--- src/rtl/reg_select_scoreboard.sv ---
// Register select/encode unit: IR latch, Ra/Rb/Rc decode to one-hot enables, C immediate, pending-write scoreboard.
// Define SELENC_PIPE_EN to register the decode outputs (1-cycle latency); default build is combinational.
module reg_select_scoreboard #(
  parameter int AW     = 4,
  parameter int DATA_W = 32,
  parameter int RA_LSB = 23,
  parameter int RB_LSB = 19,
  parameter int RC_LSB = 15,
  parameter int IMM_W  = 18,
  localparam int NREGS = 2**AW
) (
  input  logic              clock,
  input  logic              clear,
  input  logic              ir_load,
  input  logic [DATA_W-1:0] ir_in,
  input  logic              Gra,
  input  logic              Grb,
  input  logic              Grc,
  input  logic              Rin,
  input  logic              Rout,
  input  logic              BAout,
  input  logic              sb_set,
  input  logic              sb_clr,
  input  logic [AW-1:0]     sb_clr_idx,
  output logic [NREGS-1:0]  reg_in,
  output logic [NREGS-1:0]  reg_out,
  output logic              zero_sel,
  output logic [DATA_W-1:0] c_sign_ext,
  output logic [AW-1:0]     sel_idx,
  output logic              sel_err,
  output logic              hazard,
  output logic [NREGS-1:0]  busy,
  output logic [AW:0]       busy_cnt
);

  function automatic logic [AW:0] popcount(input logic [NREGS-1:0] v);
    logic [AW:0] c;
    c = '0;
    for (int i = 0; i < NREGS; i++) c = c + (AW+1)'(v[i]);
    return c;
  endfunction

  logic [DATA_W-1:0] ir_q, ir_d;
  logic [NREGS-1:0]  busy_q, busy_d;
  logic [AW:0]       cnt_q, cnt_d;

  // Clear is applied before set so a same-index set/clear leaves the register busy.
  always_comb begin
    ir_d   = ir_load ? ir_in : ir_q;
    busy_d = busy_q;
    if (sb_clr) busy_d[sb_clr_idx] = 1'b0;
    if (sb_set) busy_d[ir_q[RA_LSB +: AW]] = 1'b1;
    cnt_d  = popcount(busy_d);
  end

  always_ff @(posedge clock) begin
    if (!clear) begin
      ir_q   <= '0;
      busy_q <= '0;
      cnt_q  <= '0;
    end else begin
      ir_q   <= ir_d;
      busy_q <= busy_d;
      cnt_q  <= cnt_d;
    end
  end

  assign busy       = busy_q;
  assign busy_cnt   = cnt_q;
  assign c_sign_ext = {{(DATA_W-IMM_W){ir_q[IMM_W-1]}}, ir_q[IMM_W-1:0]};

  logic [1:0]       g_cnt;
  logic             g_one, rd_req;
  logic [AW-1:0]    sel_idx_c;
  logic             sel_err_c, hazard_c, zero_sel_c;
  logic [NREGS-1:0] onehot, reg_in_c, reg_out_c;

  always_comb begin
    g_cnt     = {1'b0, Gra} + {1'b0, Grb} + {1'b0, Grc};
    g_one     = (g_cnt == 2'd1);
    sel_err_c = (g_cnt >= 2'd2);
    rd_req    = Rout | BAout;
    sel_idx_c = '0;
    if (g_one) begin
      if (Gra)      sel_idx_c = ir_q[RA_LSB +: AW];
      else if (Grb) sel_idx_c = ir_q[RB_LSB +: AW];
      else          sel_idx_c = ir_q[RC_LSB +: AW];
    end
    onehot     = NREGS'(1) << sel_idx_c;
    hazard_c   = rd_req & g_one & busy_q[sel_idx_c];
    // Base-address read of R0 means the bus drives constant zero, not the register.
    zero_sel_c = BAout & g_one & (sel_idx_c == '0);
    reg_in_c   = (Rin & g_one) ? onehot : '0;
    reg_out_c  = (rd_req & g_one & ~hazard_c & ~zero_sel_c) ? onehot : '0;
  end

`ifdef SELENC_PIPE_EN
  always_ff @(posedge clock) begin
    if (!clear) begin
      reg_in   <= '0;
      reg_out  <= '0;
      zero_sel <= 1'b0;
      sel_idx  <= '0;
      sel_err  <= 1'b0;
      hazard   <= 1'b0;
    end else begin
      reg_in   <= reg_in_c;
      reg_out  <= reg_out_c;
      zero_sel <= zero_sel_c;
      sel_idx  <= sel_idx_c;
      sel_err  <= sel_err_c;
      hazard   <= hazard_c;
    end
  end
`else
  assign reg_in   = reg_in_c;
  assign reg_out  = reg_out_c;
  assign zero_sel = zero_sel_c;
  assign sel_idx  = sel_idx_c;
  assign sel_err  = sel_err_c;
  assign hazard   = hazard_c;
`endif

endmodule
--- config.mk ---
export PLATFORM = sky130hd
export DESIGN_NAME = reg_select_scoreboard
export DESIGN_NICKNAME = d
export VERILOG_FILES = /design/src/rtl/reg_select_scoreboard.sv
export SDC_FILE = /design/constraint.sdc
export NUM_CORES = 1
export LEC_CHECK = 0
export CELL_PAD_IN_SITES_DETAIL_PLACEMENT = 2
export CELL_PAD_IN_SITES_GLOBAL_PLACEMENT = 2
export CORE_UTILIZATION = 21
export DETAILED_ROUTE_END_ITERATION = 8
export GPL_ROUTABILITY_DRIVEN = 0
export PLACE_DENSITY_LB_ADDON = 0.1
export SLEW_MARGIN = 40
export SYNTH_ARGS = -nofsm -noshare
export SYNTH_HDL_FRONTEND = slang
export SYNTH_SLANG_ARGS = --single-unit
export TNS_END_PERCENT = 1
--- constraint.sdc ---
create_clock -name clock -period 4.4 [get_ports clock]
set_clock_uncertainty 0.15 [all_clocks]
set_input_delay 0.44 -clock clock [delete_from_list [all_inputs] [get_ports clock]]
set_output_delay 0.44 -clock clock [all_outputs]
set_load 0.05 [all_outputs]
==> impl_results.md, run 1 <==
* Status: finished, violations left
* Failing checks: DRC
* Slew margin rel. at 63.1%
* R2R depth at 12
* Synth Area in Simple Gates at ~23%
* Final worst setup slack at between 0.08 and 0.09 ns
* Critical path capture point type: flop
* Hold Startpoint: ir_q[10]
* CP arrival at 4.38 ns
* Crit path max fanout at 4
* Worst VDD drop at 0.198 mV
* TritonRoute pass-1 iters at 6
* Largest net degree at the start of global routing at 49
* Share of layout cells above drive strength 1 at 22.5%
* Area delta synth->final at 66.5%
* Worst Hold Path Cells at 2
* Compound-Gate Fraction of Synth Area at 15.2%
* Clock transition at path regs at approximately 0.070 ns
* DRT iter0 DRCs at between 70 and 80
* Chip height at around 130 microns
* Final Cycle Share at approximately 98%
* Number of synthesized flops with an enable pin at 0
* CP Buf/Inv Count at 3
* Fmax at about 0.23 GHz
* Port bufs at around 130
* Synthesized Nets at 430
* GR Overflow Total at 0
* Cts hold-fix bufs at 0
* Max cap viols at 0
* Vias in the first global route at 3440
* Overall routing resource usage at roughly 15%
* Post-Synthesis Cell Area at roughly 3200 sq um
* CP Class: in2reg
* Antenna violations before repair at 0
* Synth warn at 0
* Hold Vio Cnt, Final at 0
* First-pass GRT wire length at between 15000 and 20000 microns
* Design Area, Final at 5330 sq um
* Worst r2r src: ir_q[24]
* Unrepaired setup endpoints after global routing: false
* R2r endpoint: busy_cnt[2]
* Clk sinks at 48
* N_diodes at 0
* Post-synthesis mux area share at 10.9%
* Crit start category: input pin
* CTS Buffer Depth at 2
* Syn Inst Count at approximately 370
* Post-Synth XOR/XNOR Area at 0.274%
* Worst Hold Class: reg2reg
* Full die area at between 15000 and 20000 sq um
* Leakage at about 2.1 nW
* DRC viols at 10
* CTS tree: yes
* Least-Margin Pin Slew at approximately 0.55 ns
* Placement Cell Area at between 5000 and 6000 sq um
* CTS buffer count at 5
* Largest stage delay, worst path at between 0.5 and 0.6 ns
* Post-Synth Adder-Cell Area at under 10%
* Largest family of logic cells by synthesized area: simple AND/OR/NAND/NOR gates
* Predominant post-synthesis flop cell: dfxtp_1
* Avg Cell Area, Syn at ~8.7 sq um
* Total Nets Final at 560
* IO Pins at 139
* Initial Utilization at 21.8%
* Fraction of registers with async set or reset after synthesis at 0%
* DRT Wirelength at 11300 microns
* Die width at approximately 130 microns
* Routed Antenna Nets at 0
* Final worst path period need at around 4.3 ns
* Reg2reg setup slack at between 0.15 and 0.2 ns
* Hold endpoint: ir_q[10]
* Post-detail-place hpwl at between 8000 and 9000 microns
* Core ar. at roughly 15000 sq um
* Vias at 2990
* Worst hold-check slack at between 0.3 and 0.4 ns
* DR WL/cell at roughly 17 microns
* Clk_lat worst skew at between 0.2 and 0.3 ns
* # setup viols final at 0
* Crit-path cells: dlygate4sd2_1, nand3b_1, o21ai_2, o21a_1, fa_1, fa_1, fa_1, inv_1, fa_1, ha_2, inv_2, fa_2, nor2b_1, nor3b_1
* Root buffer cell: clkbuf_16
* Row count at 44
* Register bit total from synthesis at 48
* Sequential share of the synthesized area at about 30%
* Cell mode on critical path: fa_1
* Max Slew Vio Count at 0
* Power per Cell Area at 272 nW/um^2
* Top Family by Delay on Critical Path: adder cells
* Vias per cell at between 4 and 5
* Cell with the largest stage delay on the worst path: fa_1
* Required @ worst endpoint at roughly 4.5 ns
* Htree depth at 2
* Distinct cell type count after synthesis at slightly below 50
* Pre-CTS setup slack at -0.574 ns
layout make-up:
cell class / instances / area, sq um
tap: 184 / 230
clock inverter: 3 / 90.1
inverter: 21 / 83.8
sequential: 48 / 961
fill: 1604 / 9370
timing repair buffer: 169 / 1940
multi-input combinational: 252 / 1900
clock buffer: 5 / 125
metal layers:
layer	share of wire (%)	track usage (%)
met5	0	0
met2	53	28.4
met1	42	17.7
met3	4.3	2.14
met4	0.94	3.44
worst max-delay path by stage:
stage,end,cells after the start,start
final,busy_cnt[2],14,sb_clr_idx[1]
after global routing,busy_cnt[3],14,sb_clr_idx[0]
after CTS,busy_cnt[2],14,sb_clr_idx[1]
after detailed placement,busy_cnt[2],14,sb_clr_idx[0]
after global placement,busy_cnt[2],14,sb_clr_idx[0]
after floorplan,reg_out[1],12,Gra
repair_timing:
action	in CTS	in global routing
endpoints found under the setup margin	4	3
buffers inserted	10	0
pin swaps	14	3
resized for setup	20	1
sequential cells by signal (all words and copies together) (netlist names):
register  count
ir_q         27
busy         16
busy_cnt      5
logic make-up after synthesis:
group	count (synthesis)
mux	32
buf+inv	67
flops	48
compound gates	65
simple gates	138
fa+ha+maj	16
xor+xnor	1
worst reg2reg max path: cells and delay by family (launching register included):
family / cells / cell delay [ns]
AO/OA/AOI/OAI: 1 / 0.29
adder cells (fa/ha/maj): 6 / 2.61
buffers and inverters: 2 / 0.09
flip-flops: 1 / 0.38
AND/OR/NAND/NOR: 3 / 0.63
Yosys cell counts, types with 2 or more instances:
master | n | area [sq um]
o211ai_1 | 2 | 15.0
nor2_1 | 37 | 139
o21ai_0 | 22 | 110
o211ai_4 | 2 | 42.5
nand2b_1 | 11 | 68.8
clkbuf_1 | 11 | 41.3
or2_2 | 2 | 12.5
nand4_1 | 2 | 12.5
o21a_1 | 13 | 97.6
nand2_1 | 15 | 56.3
mux2i_1 | 27 | 270
ha_1 | 5 | 62.6
nand3_1 | 7 | 35.0
mux2_4 | 3 | 45.0
buf_4 | 32 | 240
inv_1 | 19 | 71.3
a31oi_1 | 2 | 12.5
a21oi_1 | 3 | 15.0
a2111oi_2 | 2 | 30.0
buf_1 | 2 | 7.51
dfxtp_1 | 48 | 961
a211oi_1 | 2 | 15.0
a22oi_1 | 2 | 15.0
nand3b_1 | 4 | 30.0
inv_4 | 2 | 12.5
nor2b_1 | 50 | 313
fa_1 | 11 | 220
and2_1 | 5 | 31.3
a21o_1 | 2 | 15.0
nor3_1 | 3 | 15.0
through the flow:
| step | utilization [%] | TNS (ns) | power (W) | std cells |
|---|---|---|---|---|
| 3_3_place_gp | 34.1 | -1.79 | 0.000895 | 664 |
| 2_1_floorplan | - | -2.33 | 0.000751 | 367 |
| 6_report | 36.3 | 0 | 0.00145 | 682 |
| 4_1_cts | 36.2 | 0 | 0.00147 | 682 |
| 5_1_grt | 36.3 | 0 | 0.00152 | 682 |
| 3_5_place_dp | 34.1 | -2.06 | 0.000900 | 664 |
power breakdown:
| group | switching, W | internal, W | leakage (nW) |
|---|---|---|---|
| clock network | 0.000175 | 0.000383 | 0.104 |
| logic | 0.000242 | 0.000171 | 1.56 |
| registers | 0.0000190 | 0.000457 | 0.393 |
| total | 0.000436 | 0.00101 | 2.05 |
cell usage in the layout (no fill, tap or decap), drive strengths merged, types with 13 or more instances in the layout:
cell / Yosys / final
o21a: 13 / 13
dfxtp: 48 / 48
buf: 35 / 75
nor2: 37 / 37
inv: 21 / 21
nor2b: 50 / 50
o21ai: 23 / 23
mux2i: 27 / 27
clkdlybuf4s50: 0 / 88
nand2: 15 / 15
Note: power is estimated with default switching activity, not from simulation.
==> run 2, diff against run 1 <==
--- a/config.mk
+++ b/config.mk
@@ -10,6 +10,7 @@
 export CORE_UTILIZATION = 21
 export DETAILED_ROUTE_END_ITERATION = 8
 export GPL_ROUTABILITY_DRIVEN = 0
+export MAX_ROUTING_LAYER = met4
 export PLACE_DENSITY_LB_ADDON = 0.1
 export SLEW_MARGIN = 40
 export SYNTH_ARGS = -nofsm -noshare
==> impl_results.md, run 2 (same netlist as run 1, synthesis figures left out) <==
* Clock transition at path regs at 0.07 ns (about the same)
* IO Pins at 139 (unchanged)
* R2R depth at 12 (unchanged)
* Full die area at 15700 sq um (unchanged)
* Routed Antenna Nets at 0 (unchanged)
* Slew margin rel. at 63.1% (about the same)
* Design Area, Final at 5330 sq um (unchanged)
* Crit-path cells: dlygate4sd2_1, nand3b_1, o21ai_2, o21a_1, fa_1, fa_1, fa_1, inv_1, fa_1, ha_2, inv_2, fa_2, nor2b_1, nor3b_1
* Status: finished, violations left
* Total Nets Final at 560 (unchanged)
* Row count at 44 (unchanged)
* DRT iter0 DRCs at 70 (-5.4%)
* First-pass GRT wire length at 18500 microns (about the same)
* Placement Cell Area at 5010 sq um (unchanged)
* Placed cell count at 664 (unchanged)
* Vias in the first global route at 3436 (-0.12%)
* Initial Utilization at 21.8% (unchanged)
* TritonRoute pass-1 iters at 6 (unchanged)
* Crit start category: input pin
* Least-Margin Pin Slew at 0.553 ns (+0.00000268 ns)
* Leakage at 2.05 nW (unchanged)
* CP Class: in2reg
* Worst hold-check slack at 0.371 ns (+0.000588 ns)
* Core ar. at 14700 sq um (unchanged)
* Commonest non-fill, non-tap cells in the layout: 88 x clkdlybuf4s50_1, 50 x nor2b_1, 48 x dfxtp_1
* Power, Total at 0.00145 W (about the same)
* Largest stage delay, worst path at 0.53 ns (about the same)
* Vias per cell at 4.40 (+0.47%)
* CTS Buffer Depth at 2 (unchanged)
* Hold Vio Cnt, Final at 0 (unchanged)
* Share of layout cells above drive strength 1 at 22.5% (unchanged)
* CP Buf/Inv Count at 3 (unchanged)
* Max cap viols at 0 (unchanged)
* Power per Cell Area at 272 nW/um^2 (about the same)
* CP arrival at 4.38 ns (about the same)
* DRT Wirelength at 11400 microns (+0.32%)
* Die width at 125 microns (unchanged)
* Clk_lat worst skew at 0.29 ns (about the same)
* Cts hold-fix bufs at 0 (unchanged)
* Switching share of power at 30.2% (+0.058 points)
* R2r endpoint: busy_cnt[2]
* Clock power share at 38.6% (about the same)
* Critical path capture point type: flop
* Chip height at 125 microns (unchanged)
* Root buffer cell: clkbuf_16
* Net Switching at 0.000437 W (+0.29%)
* N_diodes at 0 (unchanged)
* Antenna violations before repair at 0 (unchanged)
* Worst r2r src: ir_q[26]
* # setup viols final at 0 (unchanged)
* CTS buffer count at 5 (unchanged)
* CTS tree: yes
* Final worst setup slack at 0.0863 ns (+0.00323 ns)
* Cell with the largest stage delay on the worst path: fa_1
* Required @ worst endpoint at 4.47 ns (about the same)
* DR WL/cell at 16.7 microns (+0.32%)
* Final worst path period need at 4.31 ns (-0.00323 ns)
* Hold Startpoint: ir_q[8]
* Fmax at 0.232 GHz (about the same)
* Overall routing resource usage at 15.4% (+0.42 points)
* Hold endpoint: ir_q[8]
* Area delta synth->final at 66.5% (unchanged)
* Port bufs at 133 (unchanged)
* Pre-CTS setup slack at -0.574 ns (unchanged)
* Worst Hold Class: reg2reg
* Crit path max fanout at 4 (unchanged)
* P_int at 0.00101 W (about the same)
* Post-detail-place hpwl at 9000 microns (unchanged)
* Commonest non-fill, non-tap cell in the layout: clkdlybuf4s50_1
* Max Slew Vio Count at 0 (unchanged)
* Reg2reg setup slack at 0.18 ns (about the same)
* Htree depth at 2 (unchanged)
* Comb power frac at 28.5% (about the same)
* Largest net degree at the start of global routing at 49 (unchanged)
* GR Overflow Total at 0 (unchanged)
* Final Cycle Share at 98.0% (about the same)
* Post-Layout Cell Count at 682 (unchanged)
* DRC viols at 10 (unchanged)
* Unrepaired setup endpoints after global routing: false
* Worst VDD drop at 0.198 mV (+0.16%)
* Worst Hold Path Cells at 2 (unchanged)
* Sequential cell fraction of total power at 32.8% (about the same)
* Vias at 3004 (+0.47%)
* Clk sinks at 48 (unchanged)
* Cell mode on critical path: fa_1
* Largest register by flop count: ir_q
* Top Family by Delay on Critical Path: adder cells
* Failing checks: DRC
* Max reg flops at 27 (unchanged)
run 2: cell counts in the layout (fill, tap and decap cells not counted):
Identical to the previous run, type by type.
run 2: metrics by stage:
stage | TNS, ns | util (%)
after floorplan | -2.33 | -
after global placement | -1.79 | 34.1
after detailed placement | -2.06 | 34.1
after CTS | 0 | 36.2
after global routing | 0 | 36.3
final | 0 | 36.3
run 2: worst max path at each step:
stage                             start          end  slack (ns)  cells past startpoint
final                     sb_clr_idx[1]  busy_cnt[2]        0.09                     14
after global routing      sb_clr_idx[0]  busy_cnt[3]       0.007                     14
after CTS                 sb_clr_idx[1]  busy_cnt[2]        0.08                     14
after detailed placement  sb_clr_idx[0]  busy_cnt[2]       -0.57                     14
after global placement    sb_clr_idx[0]  busy_cnt[2]       -0.49                     14
after floorplan                     Gra   reg_out[1]       -0.20                     12
run 2: final cells by class:
class                      count  area (sq um)
tap                          184           230
fill                        1604          9370
clock buffer                   5           125
clock inverter                 3          90.1
inverter                      21          83.8
sequential                    48           961
timing repair buffer         169          1940
multi-input combinational    252          1900
run 2: power groups by stage:
| stage | sequential [W] | combinational, W | clock, W |
|---|---|---|---|
| 6_report | 0.000476 | 0.000413 | 0.000559 |
| 3_3_place_gp | 0.000484 | 0.000411 | 0 |
| 2_1_floorplan | 0.000504 | 0.000247 | 0 |
| 5_1_grt | 0.000479 | 0.000444 | 0.000594 |
| 4_1_cts | 0.000477 | 0.000421 | 0.000575 |
| 3_5_place_dp | 0.000485 | 0.000415 | 0 |
run 2: metal layers:
metal,vias to the layer above,routed length [microns],part of all wire (%),global-route usage (%)
met5,-,0,0,-
met2,73,6000,53,28.4
li1,1453,-,-,-
met3,5,398,3.5,1.93
met4,0,83,0.73,3.44
met1,1473,4900,43,17.7
run 2: what timing repair did:
item / CTS / global route
pin swaps: 14 / 3
setup endpoints to repair: 4 / 3
buffers inserted: 10 / 0
gates resized for setup: 20 / 1
run 2: worst register-to-register path, cell delays in order, from the launching register on:
cell,delay [ns]
dfxtp_1,0.51
nand2_1,0.21
o21a_1,0.26
fa_1,0.49
fa_1,0.53
fa_1,0.53
inv_1,0.05
fa_1,0.50
ha_2,0.19
inv_2,0.04
fa_2,0.38
nor2b_1,0.14
nor3b_1,0.16
==> run 3, diff against run 2 <==
--- a/config.mk
+++ b/config.mk
@@ -5,6 +5,7 @@
 export SDC_FILE = /design/constraint.sdc
 export NUM_CORES = 1
 export LEC_CHECK = 0
+export CAP_MARGIN = 20
 export CELL_PAD_IN_SITES_DETAIL_PLACEMENT = 2
 export CELL_PAD_IN_SITES_GLOBAL_PLACEMENT = 2
 export CORE_UTILIZATION = 21
==> results of run 3 <==
No change in the layout: final DEF, timing and power equal those of run 2.
